`src/rtl/cla_pkg.sv`:
```
// Shared definitions for the pipelined look-ahead adder/subtractor.
package cla_pkg;

   // Operation select encoding.
   localparam logic OP_ADD = 1'b0;
   localparam logic OP_SUB = 1'b1;

   // Width of one look-ahead slice.
   localparam int SLICE_W = 4;

   // Status flags that travel with the final result.
   typedef struct packed {
      logic co;   // carry out of MSB (1 = no borrow on subtract)
      logic ov;   // signed overflow
      logic z;    // result is zero
      logic n;    // result MSB
   } flags_t;

endpackage

```
`src/rtl/cla4_slice.sv`:
```
// Combinational 4-bit carry-look-ahead slice. All internal carries come
// straight from generate/propagate terms; only the group carry ripples
// between slices.
module cla4_slice
   import cla_pkg::*;
(
   input  logic [SLICE_W-1:0] a,
   input  logic [SLICE_W-1:0] b,
   input  logic               ci,
   output logic [SLICE_W-1:0] s,
   output logic               c3,   // carry into bit 3
   output logic               co    // carry out of bit 3
);

   logic [SLICE_W-1:0] g;
   logic [SLICE_W-1:0] p;
   logic [SLICE_W:0]   c;

   // Look-ahead carry equations, two-level sum of products per carry.
   always_comb begin
      g    = a & b;
      p    = a ^ b;
      c[0] = ci;
      c[1] = g[0] | (p[0] & ci);
      c[2] = g[1] | (p[1] & g[0]) | (p[1] & p[0] & ci);
      c[3] = g[2] | (p[2] & g[1]) | (p[2] & p[1] & g[0]) | (p[2] & p[1] & p[0] & ci);
      c[4] = g[3] | (p[3] & g[2]) | (p[3] & p[2] & g[1]) | (p[3] & p[2] & p[1] & g[0])
           | (p[3] & p[2] & p[1] & p[0] & ci);
      s    = p ^ c[SLICE_W-1:0];
   end

   assign c3 = c[3];
   assign co = c[4];

endmodule

```
`src/rtl/cla_pipe_addsub.sv`:
```
// Skewed pipelined carry-look-ahead adder/subtractor with valid/ready flow
// control. Stage k sums chunk k; lower chunks travel as finished sum bits,
// upper chunks as operand bits. WIDTH must be a multiple of 4*STAGES.
module cla_pipe_addsub
   import cla_pkg::*;
#(
   parameter int WIDTH  = 32,
   parameter int STAGES = 2
) (
   input  logic             clk,
   input  logic             rst,
   input  logic             in_valid,
   output logic             in_ready,
   input  logic [WIDTH-1:0] a,
   input  logic [WIDTH-1:0] b,
   input  logic             op,
   output logic             out_valid,
   input  logic             out_ready,
   output logic [WIDTH-1:0] s,
   output logic             co,
   output logic             ov,
   output logic             z,
   output logic             n
);

   localparam int CW  = WIDTH / STAGES;   // bits summed per stage
   localparam int NSL = CW / SLICE_W;     // slices per stage

   logic [STAGES-1:0] v_q;                // per-stage valid
   logic [STAGES-1:0] v_in;               // valid arriving at each stage
   logic [STAGES-1:0] en;                 // per-stage load enable
   logic [WIDTH-1:0]  x_q [STAGES];       // partial sums + pending a bits
   logic [WIDTH-1:0]  x_d [STAGES];
   logic [WIDTH-1:0]  y_q [STAGES];       // pending (possibly inverted) b bits
   logic [WIDTH-1:0]  y_d [STAGES];
   logic              c_q [STAGES];       // chunk carry into the next stage
   logic              c_d [STAGES];
   flags_t            flags_q;
   flags_t            flags_d;

   // Enable chain from the output back to the input: a stage may load when
   // it is empty or when the stage after it is loading this cycle.
   always_comb begin
      logic acc;
      // NOTE: every output of a combinational block is assigned on every path
      // (here by the full loop) so no latch is inferred.
      acc = out_ready;
      en  = '0;
      for (int k = STAGES - 1; k >= 0; k--) begin
         acc   = ~v_q[k] | acc;
         en[k] = acc;
      end
   end

   // Valid bit presented to each stage's input.
   always_comb begin
      v_in    = '0;
      v_in[0] = in_valid;
      for (int k = 1; k < STAGES; k++) v_in[k] = v_q[k-1];
   end

   for (genvar k = 0; k < STAGES; k++) begin : g_stage
      localparam logic [WIDTH-1:0] CHUNK_MASK = WIDTH'({CW{1'b1}}) << (k * CW);

      logic [WIDTH-1:0] xin;
      logic             cin;
      logic [CW-1:0]    sum;
      logic [NSL:0]     gc;
      logic [NSL-1:0]   slice_c3;
      logic             unused_c3;

      // Stage 0 takes the ports (subtract = a + ~b + 1); later stages take
      // the previous stage's registers.
      if (k == 0) begin : g_src
         assign xin    = a;
         assign y_d[k] = (op == OP_SUB) ? ~b : b;
         assign cin    = (op == OP_SUB);
      end else begin : g_src
         assign xin    = x_q[k-1];
         assign y_d[k] = y_q[k-1];
         assign cin    = c_q[k-1];
      end

      // Look-ahead slices for this chunk, group carry rippled between them.
      assign gc[0] = cin;
      for (genvar j = 0; j < NSL; j++) begin : g_slice
         cla4_slice u_slice (
            .a  (xin[k*CW + j*SLICE_W +: SLICE_W]),
            .b  (y_d[k][k*CW + j*SLICE_W +: SLICE_W]),
            .ci (gc[j]),
            .s  (sum[j*SLICE_W +: SLICE_W]),
            .c3 (slice_c3[j]),
            .co (gc[j+1])
         );
      end

      // Only the top slice's internal carry matters, and only in the last stage.
      assign unused_c3 = ^slice_c3;

      // Replace this stage's chunk with its sum; everything else passes through.
      assign x_d[k] = (xin & ~CHUNK_MASK) | (WIDTH'(sum) << (k * CW));
      assign c_d[k] = gc[NSL];

      if (k == STAGES - 1) begin : g_flags
         // Flags from the fully assembled result, registered alongside it.
         always_comb begin
            flags_d.co = gc[NSL];
            flags_d.ov = slice_c3[NSL-1] ^ gc[NSL];
            flags_d.z  = ~|x_d[k];
            flags_d.n  = x_d[k][WIDTH-1];
         end
      end
   end

   // Stage registers: valid advances on every enable, data loads only with a
   // real beat so a stalled or idle output stays stable.
   always_ff @(posedge clk) begin
      // NOTE: non-blocking assignments so every stage samples pre-edge values
      // of its neighbour; blocking here would let a beat skip a stage.
      if (rst) begin
         v_q     <= '0;
         flags_q <= '0;
         for (int k = 0; k < STAGES; k++) begin
            x_q[k] <= '0;
            y_q[k] <= '0;
            c_q[k] <= 1'b0;
         end
      end else begin
         for (int k = 0; k < STAGES; k++) begin
            if (en[k]) begin
               v_q[k] <= v_in[k];
               if (v_in[k]) begin
                  x_q[k] <= x_d[k];
                  y_q[k] <= y_d[k];
                  c_q[k] <= c_d[k];
               end
            end
         end
         if (en[STAGES-1] && v_in[STAGES-1]) flags_q <= flags_d;
      end
   end

   assign in_ready  = en[0];
   assign out_valid = v_q[STAGES-1];
   assign s         = x_q[STAGES-1];
   assign co        = flags_q.co;
   assign ov        = flags_q.ov;
   assign z         = flags_q.z;
   assign n         = flags_q.n;

endmodule
```
`config.mk`:
```
export PLATFORM = sky130hd
export DESIGN_NAME = cla_pipe_addsub
export DESIGN_NICKNAME = d
export VERILOG_FILES = /design/src/rtl/cla_pkg.sv /design/src/rtl/cla4_slice.sv /design/src/rtl/cla_pipe_addsub.sv
export SDC_FILE = /design/constraint.sdc
export NUM_CORES = 1
export LEC_CHECK = 0
export ABC_AREA = 1
export CAP_MARGIN = 20
export CORE_MARGIN = 4
export CORE_UTILIZATION = 40
export DETAILED_ROUTE_END_ITERATION = 12
export GPL_ROUTABILITY_DRIVEN = 0
export GPL_TIMING_DRIVEN = 0
export PLACE_DENSITY_LB_ADDON = 0.2
export SLEW_MARGIN = 20
export SYNTH_ARGS = -nofsm -noshare
export SYNTH_HDL_FRONTEND = slang
export SYNTH_SLANG_ARGS = --single-unit
```
`constraint.sdc`:
```
create_clock -name clk -period 4.1 [get_ports clk]
set_input_delay 1.025 -clock clk [delete_from_list [all_inputs] [get_ports clk]]
set_output_delay 1.025 -clock clk [all_outputs]
set_load 0.01 [all_outputs]
```
* Word-level counts from Yosys, hierarchy flattened
Memory sizes are Yosys's and may differ from the RTL's.
Index checks and enable logic that the tools add are counted.
** Cells by class
- Multiply operators :: 0
- Reduce and logical (&&, ||, !) cells :: 3
- Add/sub/neg operators :: 0
- $lt $le $gt $ge :: 0
- Mux-type cells :: 17
- Equality and inequality tests :: 0
- Bitwise gates (word level) :: 246
- Shift operators :: 0
- Div/mod/pow operators :: 0
** Operators with widths (number)
- 32-bit 2-to-1 mux :: 5
- 1-bit AND :: 128
- 1-bit bitwise OR :: 88
- 4-bit bitwise XOR :: 16
- 4-bit AND :: 8
- 32-bit inverter :: 1
- 16-bit by 32-bit bitwise OR with 32-bit output :: 1
- 32-bit by 16-bit bitwise OR with 32-bit output :: 1
- 32-bit OR reduction :: 1
- 1-bit 2-to-1 mux :: 12
- 1-bit inverter :: 2
- 1-bit logical AND :: 1
- 1-bit zero test :: 1
- 1-bit bitwise XOR :: 1
** Storage, ports and cells
- Logic and storage cells :: 275
- Flip-flop bits (word level) :: 6
- Memory bits (read-only) :: 0
- Bits in writable memories :: 130
- Latch bits :: 0
- Memories kept :: 3
** Memory list
- x_q :: depth 2, bits a word 32, read ports 2, clocked after Yosys merged registers in 0, write ports 2, RTL line cla_pipe_addsub.sv:32 : logic [WIDTH-1:0] x_q [STAGES];
- y_q :: depth 2, bits a word 32, read ports 1, clocked after Yosys merged registers in 0, write ports 2, RTL line cla_pipe_addsub.sv:34 : logic [WIDTH-1:0] y_q [STAGES];
- c_q :: depth 2, bits a word 1, read ports 1, clocked after Yosys merged registers in 0, write ports 2, RTL line cla_pipe_addsub.sv:36 : logic c_q [STAGES];

* Depth between registers and ports, before layout
Gate-level depths: netlist (run 1).
- Depth after elaboration :: 17
- Mapped depth :: 21
- Gate-level depth less buffers :: 21

* Hierarchy
A second synthesis (run 1) with hierarchy kept.
** Second synthesis, totals
- Cells, all modules :: 557
- Area total of the unflattened synthesis :: 5292.6 um^2
** By module, submodules not included
- cla_pipe_addsub :: times used 1, cells an instance 329, area each 3798.6 um^2
- cla4_slice (g_stage[0].g_slice[3].u_slice ...) :: times used 3, cells an instance 27, area each 183.9 um^2
- cla4_slice (g_stage[0].g_slice[0].u_slice ...) :: times used 2, cells an instance 31, area each 193.9 um^2
- cla4_slice (g_stage[1].g_slice[0].u_slice ...) :: times used 2, cells an instance 27, area each 178.9 um^2
- cla4_slice (g_stage[0].g_slice[2].u_slice) :: times used 1, cells an instance 31, area each 196.4 um^2

* Least setup slack after synthesis (run 1)
Ideal clock, no wire load.
- Path kind :: input port to flip-flop
- Start point :: input op
- End point :: memory x_q[0][13], data pin
- Data required time :: 3835 ps
- Arrival :: 3141 ps
- Setup time :: 265 ps
- Buffers on the path :: 2
- Setup slack :: 694 ps
- Cell stages on the path :: 16
- Cells stage by stage :: buf_2 -> buf_2 -> xor2_1 -> ha_1 -> inv_1 -> nor2_1 -> nand3_1 -> o2111ai_1 -> nand2_1 -> nand2_1 -> nand2_1 -> nand2_1 -> inv_1 -> fa_1 -> xor2_1 -> nor2_1
** RTL lines
- from (decl) :: RTL line cla_pipe_addsub.sv:16 : input logic op,
- to (decl) :: RTL line cla_pipe_addsub.sv:32

==> results of run 1 <==
[logic make-up (layout without fill, tap and decap cells)]
logic type | after synthesis | after routing
xor gates and xnor gates | 41 | 41
DFF | 87 | 87
muxes | 1 | 1
and+or+nand+nor | 208 | 208
AOI/OAI and AO/OA | 48 | 48
adders and majority gates | 39 | 39
buffers and inverters | 98 | 219
[where the power goes]
part / internal (mW) / switching (mW)
Sequential: 1.07 / 0.0338
Clock: 0.479 / 0.344
Combinational: 0.268 / 0.319
[flip-flops by register name, summed over array words and instances, names as in the netlist]
name	cells
n	1
x_q	64
co	1
c_q	1
y_q	16
z	1
v_q	2
ov	1
[cell type report]
type | count | area, um^2 | share of cell area (%)
inverter | 86 | 323 | 4.91
buffer | 12 | 51.3 | 0.780
clock inverter | 7 | 77.6 | 1.18
clock buffer | 9 | 225 | 3.43
timing repair buffer | 105 | 1050 | 16.0
tap | 168 | 210 | 3.20
multi-input combinational | 337 | 2080 | 31.7
sequential | 87 | 2550 | 38.8
[worst reg2reg max path, cell delays in order (launching register included)]
cell	delay, ns
edfxtp_1	0.38
ha_1	0.35
nand2_1	0.11
nand2_1	0.07
nor2_2	0.12
nand3_2	0.13
nand2_2	0.11
nand2_4	0.07
nand2_4	0.08
nand2_4	0.07
fa_1	0.46
inv_1	0.09
nand3_1	0.08
nor2_1	0.11
nand2_1	0.06
nor2_1	0.15
nand3_1	0.09
nor2_1	0.11
nand3_1	0.13
nor2_1	0.13
nand4_1	0.11
nand2_1	0.06
[final timing paths]
path / from / endpoint / slack, ns / cells after the start
setup reg to reg: x_q[0][19] / z / 0.97 / 21
setup / recovery: op / x_q[0][13] / 0.57 / 16
hold reg to reg: z / z / 0.49 / 2
hold / removal: z / z / 0.49 / 2
[routing by layer]
layer / track usage, % / up-vias / wire (um)
met1: 18.5 / 1774 / 4650
met4: 4.37 / 0 / 128
li1: - / 1924 / -
met5: 0 / - / 0
met2: 29.8 / 96 / 5720
met3: 3.77 / 11 / 652
[per-stage QoR]
stage / util [%] / setup slack [ns] / instances
2_1_floorplan: - / 0.694 / 522
3_3_place_gp: 51.7 / 0.230 / 795
3_5_place_dp: 51.8 / 0.168 / 795
4_1_cts: 54.3 / 0.523 / 811
5_1_grt: 54.3 / 0.260 / 811
6_report: 54.3 / 0.570 / 811
[cells in the final DEF, fill, tap and decap left out, types with 2 or more instances in the layout]
master | netlist | layout
nand2_2 | 5 | 5
o21ai_0 | 11 | 11
fa_1 | 7 | 7
buf_2 | 5 | 5
nand2_4 | 5 | 6
inv_2 | 1 | 2
dfxtp_1 | 6 | 6
xor2_1 | 18 | 18
clkdlybuf4s50_1 | 0 | 105
nor2_1 | 103 | 103
clkbuf_16 | 0 | 9
a21oi_2 | 2 | 2
nor3_1 | 2 | 2
a21oi_1 | 25 | 25
nand2_1 | 61 | 60
clkbuf_1 | 7 | 7
xnor2_1 | 23 | 23
a31oi_1 | 3 | 3
ha_1 | 32 | 32
inv_1 | 85 | 84
nand4_1 | 3 | 3
edfxtp_1 | 81 | 81
nand3_1 | 23 | 23
nand3b_1 | 3 | 3
inv_6 | 0 | 4
==> metrics.md, run 1 <==
| Metric | Value |
|---|---|
| Hold Path Class | flop to flop |
| Clock sink total | 87 |
| Routed Antenna Nets | 0 |
| Largest family of logic cells by synthesized area | simple AND/OR/NAND/NOR gates |
| RSZ-0062 raised after global routing | no |
| CP endpoint kind | flop |
| Post-synthesis net count | 630 |
| Post-synth EDFFs | 81 |
| Area share of the largest cell type after synthesis | 48.6% |
| Max-slew headroom at the worst pin | 51.6% |
| Synth top area cells | edfxtp_1, ha_1, nor2_1 |
| Post-synthesis compound-gate area fraction | 5.48% |
| Resize count post-CTS | 0 |
| Max Cap Viol | 0 |
| Die width | 120 um |
| Filler Cell Count | 1137 |
| Arr. time, crit path | 3.59 ns |
| DIE AREA | 14400 um^2 |
| Crit-path max cell delay | 0.40 ns |
| Initial core utilization | 41.3% |
| Worst hold margin | 0.489 ns |
| Final nets | 746 |
| Number of global-route vias before repair | 3910 |
| Total power draw | 2.52 mW |
| Worst path cell trace | buf_2 -> buf_2 -> xor2_1 -> ha_1 -> inv_1 -> nor2_1 -> nand3_1 -> o2111ai_1 -> nand2_1 -> nand2_1 -> nand2_1 -> nand2_1 -> inv_1 -> fa_1 -> xor2_1 -> nor2_1 |
| CTS tree | built |
| Most used cell, CP | nand2_1 |
| Register area share after synthesis | 51.0% |
| Antenna violations before repair | 0 |
| Most common cell in the synthesized netlist | nor2_1 |
| Fin crit share | 86.1% |
| Max IR drop VDD | 195 uV |
| Max-slew violations | 0 |
| Setup_tns | 0 ns |
| CTS Hold Bufs | 0 |
| N_diodes | 0 |
| Post-route DRC | 0 |
| Number of synthesized register bits | 87 |
| GRT Total Usage | 16.1% |
| Lkg Pwr | 2.92 nW |
| Crit path max-delay family | buffers and inverters |
| Cell variety after synth | 33 |
| Multiplexer share of the synthesized area | 0.200% |
| Cell row count | 40 |
| IO Count | 107 |
| Congestion Overflow GR | 0 |
| CP max FO | 10 |
| Post-synth ARST share | 0% |
| Status | finished clean |
| P&R area growth vs syn | 31.4% |
| Avg Inst Size Synth | 9.59 um^2 |
| Final Skew | 0.0132 ns |
| Pwr dens | 383 nW/um^2 |
| First-pass GRT wire length | 18300 um |
| Synth cell count leaders | nor2_1, inv_1, edfxtp_1 |
| CTS Buf Count | 9 |
| Synth area leader | edfxtp_1 |
| Vias/cell | 4.69 |
| Setup repair bufs after CTS | 0 |
| Max H-tree Level | 3 |
| Maximum operating frequency | 0.283 GHz |
| DPL Wire Length | 8600 um |
| Largest net degree at the start of global routing | 50 |
| Initial DRT Pass Iterations | 4 |
| Clock Latency Late Sink | 0.34 ns |
| Worst path bufs/invs | 4 |
| DR vias | 3805 |
| Core footprint | 12100 um^2 |
| Ys flop type | edfxtp_1 |
| Synthesis Warnings | 0 |
| Share of layout cells above drive strength 1 | 6.38% |
| Setup violators final | 0 |
| Adder-Cell Fraction of Synth Area | 10.8% |
| CP Launch Type | input pin |
| Worst Path Required | 4.16 ns |
| Final wirelength | 11200 um |
| Simple logic cell fraction of the synthesized area | 17.9% |
| Port bufs | 105 |
| Routed WL per cell | 13.8 um |
| Placed inst area | 6270 um^2 |
| Fin crit period | 3.53 ns |
| Fin area | 6580 um^2 |
| Initial DRC count | 215 |
| Die height | 120 um |
| Setup CP Type | input pin to flop |
| Cell Area, Synth | 5000 um^2 |
| Final Hold Fails | 0 |
| Root Driver | clkbuf_16 |
| Reg clk slew, reported paths | 0.06 ns |
| Max Buffers Root-to-Sink | 2 |
| Slowest CP cell | fa_1 |
| Syn Inst Count | 522 |
| Pin slew with the least headroom to its limit | 0.726 ns |
| Post-synthesis xor/xnor area fraction | 7.18% |
Note: power is estimated with default switching activity, not from simulation.
==> inputs of run 2 (changes only) <==
Settings changed: ABC_AREA 1 to 0, CORE_UTILIZATION 40 to 45.
==> metrics.md, run 2 <==
| Metric | Value |
|---|---|
| Post-synth EDFFs | 81 (unchanged) |
| Setup CP Type | input pin to flop |
| Placed inst area | 6190 um^2 (-1.4%) |
| Max FFs per register | 64 (unchanged) |
| Root Driver | clkbuf_8 |
| Post-synthesis net count | 535 (-15%) |
| Hold Path Stages | 2 (unchanged) |
| Max Buffers Root-to-Sink | 2 (unchanged) |
| Final nets | 651 (-13%) |
| First-pass GRT wire length | 17900 um (-2.2%) |
| Final Util | 59.1% (+4.8 points) |
| Largest family of logic cells by synthesized area | simple AND/OR/NAND/NOR gates |
| Port bufs | 105 (unchanged) |
| Non-filler cells in the finished layout | 688 (-15%) |
| Initial core utilization | 45.9% (+4.6 points) |
| Post-synthesis xor/xnor area fraction | 8.67% (+1.5 points) |
| IO Count | 107 (unchanged) |
| Max IR drop VDD | 151 uV (-22%) |
| Antenna violations before repair | 0 (unchanged) |
| Area share of the largest cell type after synthesis | 49.1% (+0.50 points) |
| Avg Inst Size Synth | 11.6 um^2 (+21%) |
| Cell row count | 38 (-5.0%) |
| Most flop-heavy register | x_q |
| Most frequent cells in the layout | clkdlybuf4s50_1, edfxtp_1, nor2_1, and2_1, ha_1 |
| Status | finished clean |
| Multiplexer share of the synthesized area | 0.404% (+0.20 points) |
| DIE AREA | 12700 um^2 (-11%) |
| Max-slew headroom at the worst pin | 42.9% (-8.7 points) |
| Ys flop type | edfxtp_1 |
| RSZ-0062 raised after global routing | no |
| Max H-tree Level | 3 (unchanged) |
| Slowest CP cell | buf_1 |
| N_diodes | 0 (unchanged) |
| CTS tree | built |
| Fin crit share | 95.3% (+9.2 points) |
| Post-synth ARST share | 0% (unchanged) |
| Synth top area cells | edfxtp_1, ha_1, and2_1 |
| Final wirelength | 10900 um (-2.1%) |
| Max Cap Viol | 0 (unchanged) |
| Pin slew with the least headroom to its limit | 0.857 ns (+0.131 ns) |
| Maximum operating frequency | 0.256 GHz (-9.7%) |
| Share of layout cells above drive strength 1 | 5.66% (-0.72 points) |
| Synth area leader | edfxtp_1 |
| Simple logic cell fraction of the synthesized area | 16.2% (-1.6 points) |
| Flop2flop setup slack | 0.34 ns (-0.63 ns) |
| Cell Count Post-Placement | 672 (-15%) |
| Worst path bufs/invs | 2 (-2) |
| Setup violators final | 0 (unchanged) |
| Syn Inst Count | 427 (-18%) |
| Adder-Cell Fraction of Synth Area | 10.9% (+0.11 points) |
| Arr. time, crit path | 3.99 ns (+0.40 ns) |
| GRT Total Usage | 17.9% (+1.9 points) |
| Resize count post-CTS | 0 (unchanged) |
| Number of global-route vias before repair | 3644 (-6.8%) |
| Cell Area, Synth | 4950 um^2 (-1.0%) |
| Hold Path Class | flop to flop |
| Setup repair bufs after CTS | 0 (unchanged) |
| Core footprint | 10800 um^2 (-11%) |
| Initial DRT Pass Iterations | 4 (unchanged) |
| Clock sink total | 87 (unchanged) |
| Lkg Pwr | 2.54 nW (-13%) |
| Die width | 113 um (-5.8%) |
| CP Launch Type | input pin |
| Final worst slack | 0.192 ns (-0.378 ns) |
| Routed WL per cell | 15.9 um (+15%) |
| P&R area growth vs syn | 28.8% |
| Die height | 113 um (-5.8%) |
| Final Skew | 0.0170 ns (+0.00381 ns) |
| Worst Path Required | 4.18 ns (+0.02 ns) |
| Post-synthesis compound-gate area fraction | 10.0% (+4.5 points) |
| Most common cell after layout, fill and taps aside | clkdlybuf4s50_1 |
| Pre-CTS setup slack | -0.174 ns (-0.342 ns) |
| Final Hold Fails | 0 (unchanged) |
| Register area share after synthesis | 51.5% (+0.53 points) |
| Routed Antenna Nets | 0 (unchanged) |
| Post-route DRC | 0 (unchanged) |
| Max-slew violations | 0 (unchanged) |
| Crit path max-delay family | compound AO/OA/AOI/OAI gates |
| Congestion Overflow GR | 0 (unchanged) |
| CP max FO | 10 (unchanged) |
| CP endpoint kind | flop |
| Largest regs | x_q: 64 flops, y_q: 16 flops, v_q: 2 flops |
| Fin crit period | 3.91 ns (+0.378 ns) |
| Clock Latency Late Sink | 0.36 ns (+0.02 ns) |
| CTS Buf Count | 9 (unchanged) |
| Synth cell count leaders | edfxtp_1, nor2_1, and2_1 |
| Cell variety after synth | 51 (+55%) |
| Crit path depth | 11 (-5) |
| Initial DRC count | 215 (unchanged) |
| DPL Wire Length | 8610 um (+0.12%) |
| Worst Reg-to-Reg Cells | 12 (-43%) |
| Pwr dens | 362 nW/um^2 (-5.6%) |
| Vias/cell | 5.20 (+11%) |
| Fin area | 6380 um^2 (-3.0%) |
| Worst hold margin | 0.479 ns (-0.0101 ns) |
| Worst path cell trace | buf_2 -> buf_1 -> xor2_1 -> ha_1 -> o21a_1 -> a211oi_2 -> o31a_2 -> o21a_1 -> fa_1 -> xor2_1 -> nor2_1 |
| Synthesis Warnings | 0 (unchanged) |
| Number of synthesized register bits | 87 (unchanged) |
| DR vias | 3575 (-6.0%) |
| Largest net degree at the start of global routing | 50 (unchanged) |
| Most common cell in the synthesized netlist | edfxtp_1 |
| CTS Hold Bufs | 0 (unchanged) |
| Crit-path max cell delay | 0.67 ns (+0.27 ns) |
| Reg clk slew, reported paths | 0.08 ns (+0.02 ns) |
==> run 2: cell families (layout without fill, tap and decap cells) <==
group,Yosys count,count (layout)
mux,2,2
buf+inv,29,150
xor+xnor,49,49
simple gates,152,152
fa+ha+maj,39,39
flops,87,87
compound gates,69,69
==> run 2: final timing paths <==
| path | startpoint | end |
|---|---|---|
| worst max-delay path | op | x_q[0][13] |
| worst min-delay path | n | n |
| worst max register to register | y_q[0][16] | z |
| worst min register to register | n | n |
==> run 2: stage by stage <==
stage | power [mW] | TNS [ns]
2_1_floorplan | 1.49 | 0
4_1_cts | 2.32 | 0
5_1_grt | 2.44 | 0
3_5_place_dp | 1.74 | -0.245
6_report | 2.31 | 0
3_3_place_gp | 1.72 | -0.146
==> run 2: power by group <==
group,leakage (nW),switching [mW],internal (mW)
Clock,0.0935,0.308,0.283
Sequential,0.926,0.0373,1.08
Combinational,1.52,0.305,0.297
Total,2.54,0.650,1.66
==> run 2: area by class of cell <==
cell class | count | area [um^2]
fill | 933 | 4420
clock inverter | 5 | 60.1
clock buffer | 11 | 131
buffer | 14 | 53.8
timing repair buffer | 105 | 1050
inverter | 15 | 56.3
tap | 140 | 175
sequential | 87 | 2550
multi-input combinational | 311 | 2300
==> run 2: per-layer routing <==
metal / share of wire, % / up-vias / GRT usage (%)
li1: - / 1770 / -
met1: 44 / 1679 / 22.9
met2: 49 / 114 / 30.3
met3: 5.7 / 12 / 4.22
met4: 1.2 / 0 / 5.37
met5: 0 / - / 0
==> run 2: worst register-to-register path, cell delays in order, from the launching register on <==
cell and delay, ns:
edfxtp_1 0.40, ha_1 0.31, a211oi_2 0.32, o21a_1 0.23, o21ai_1 0.17, a211o_2 0.34, fa_1 0.48, nor4_1 0.21
nand4_1 0.14, nor4_1 0.45, nand4_1 0.19, a211oi_1 0.30, a22o_1 0.17
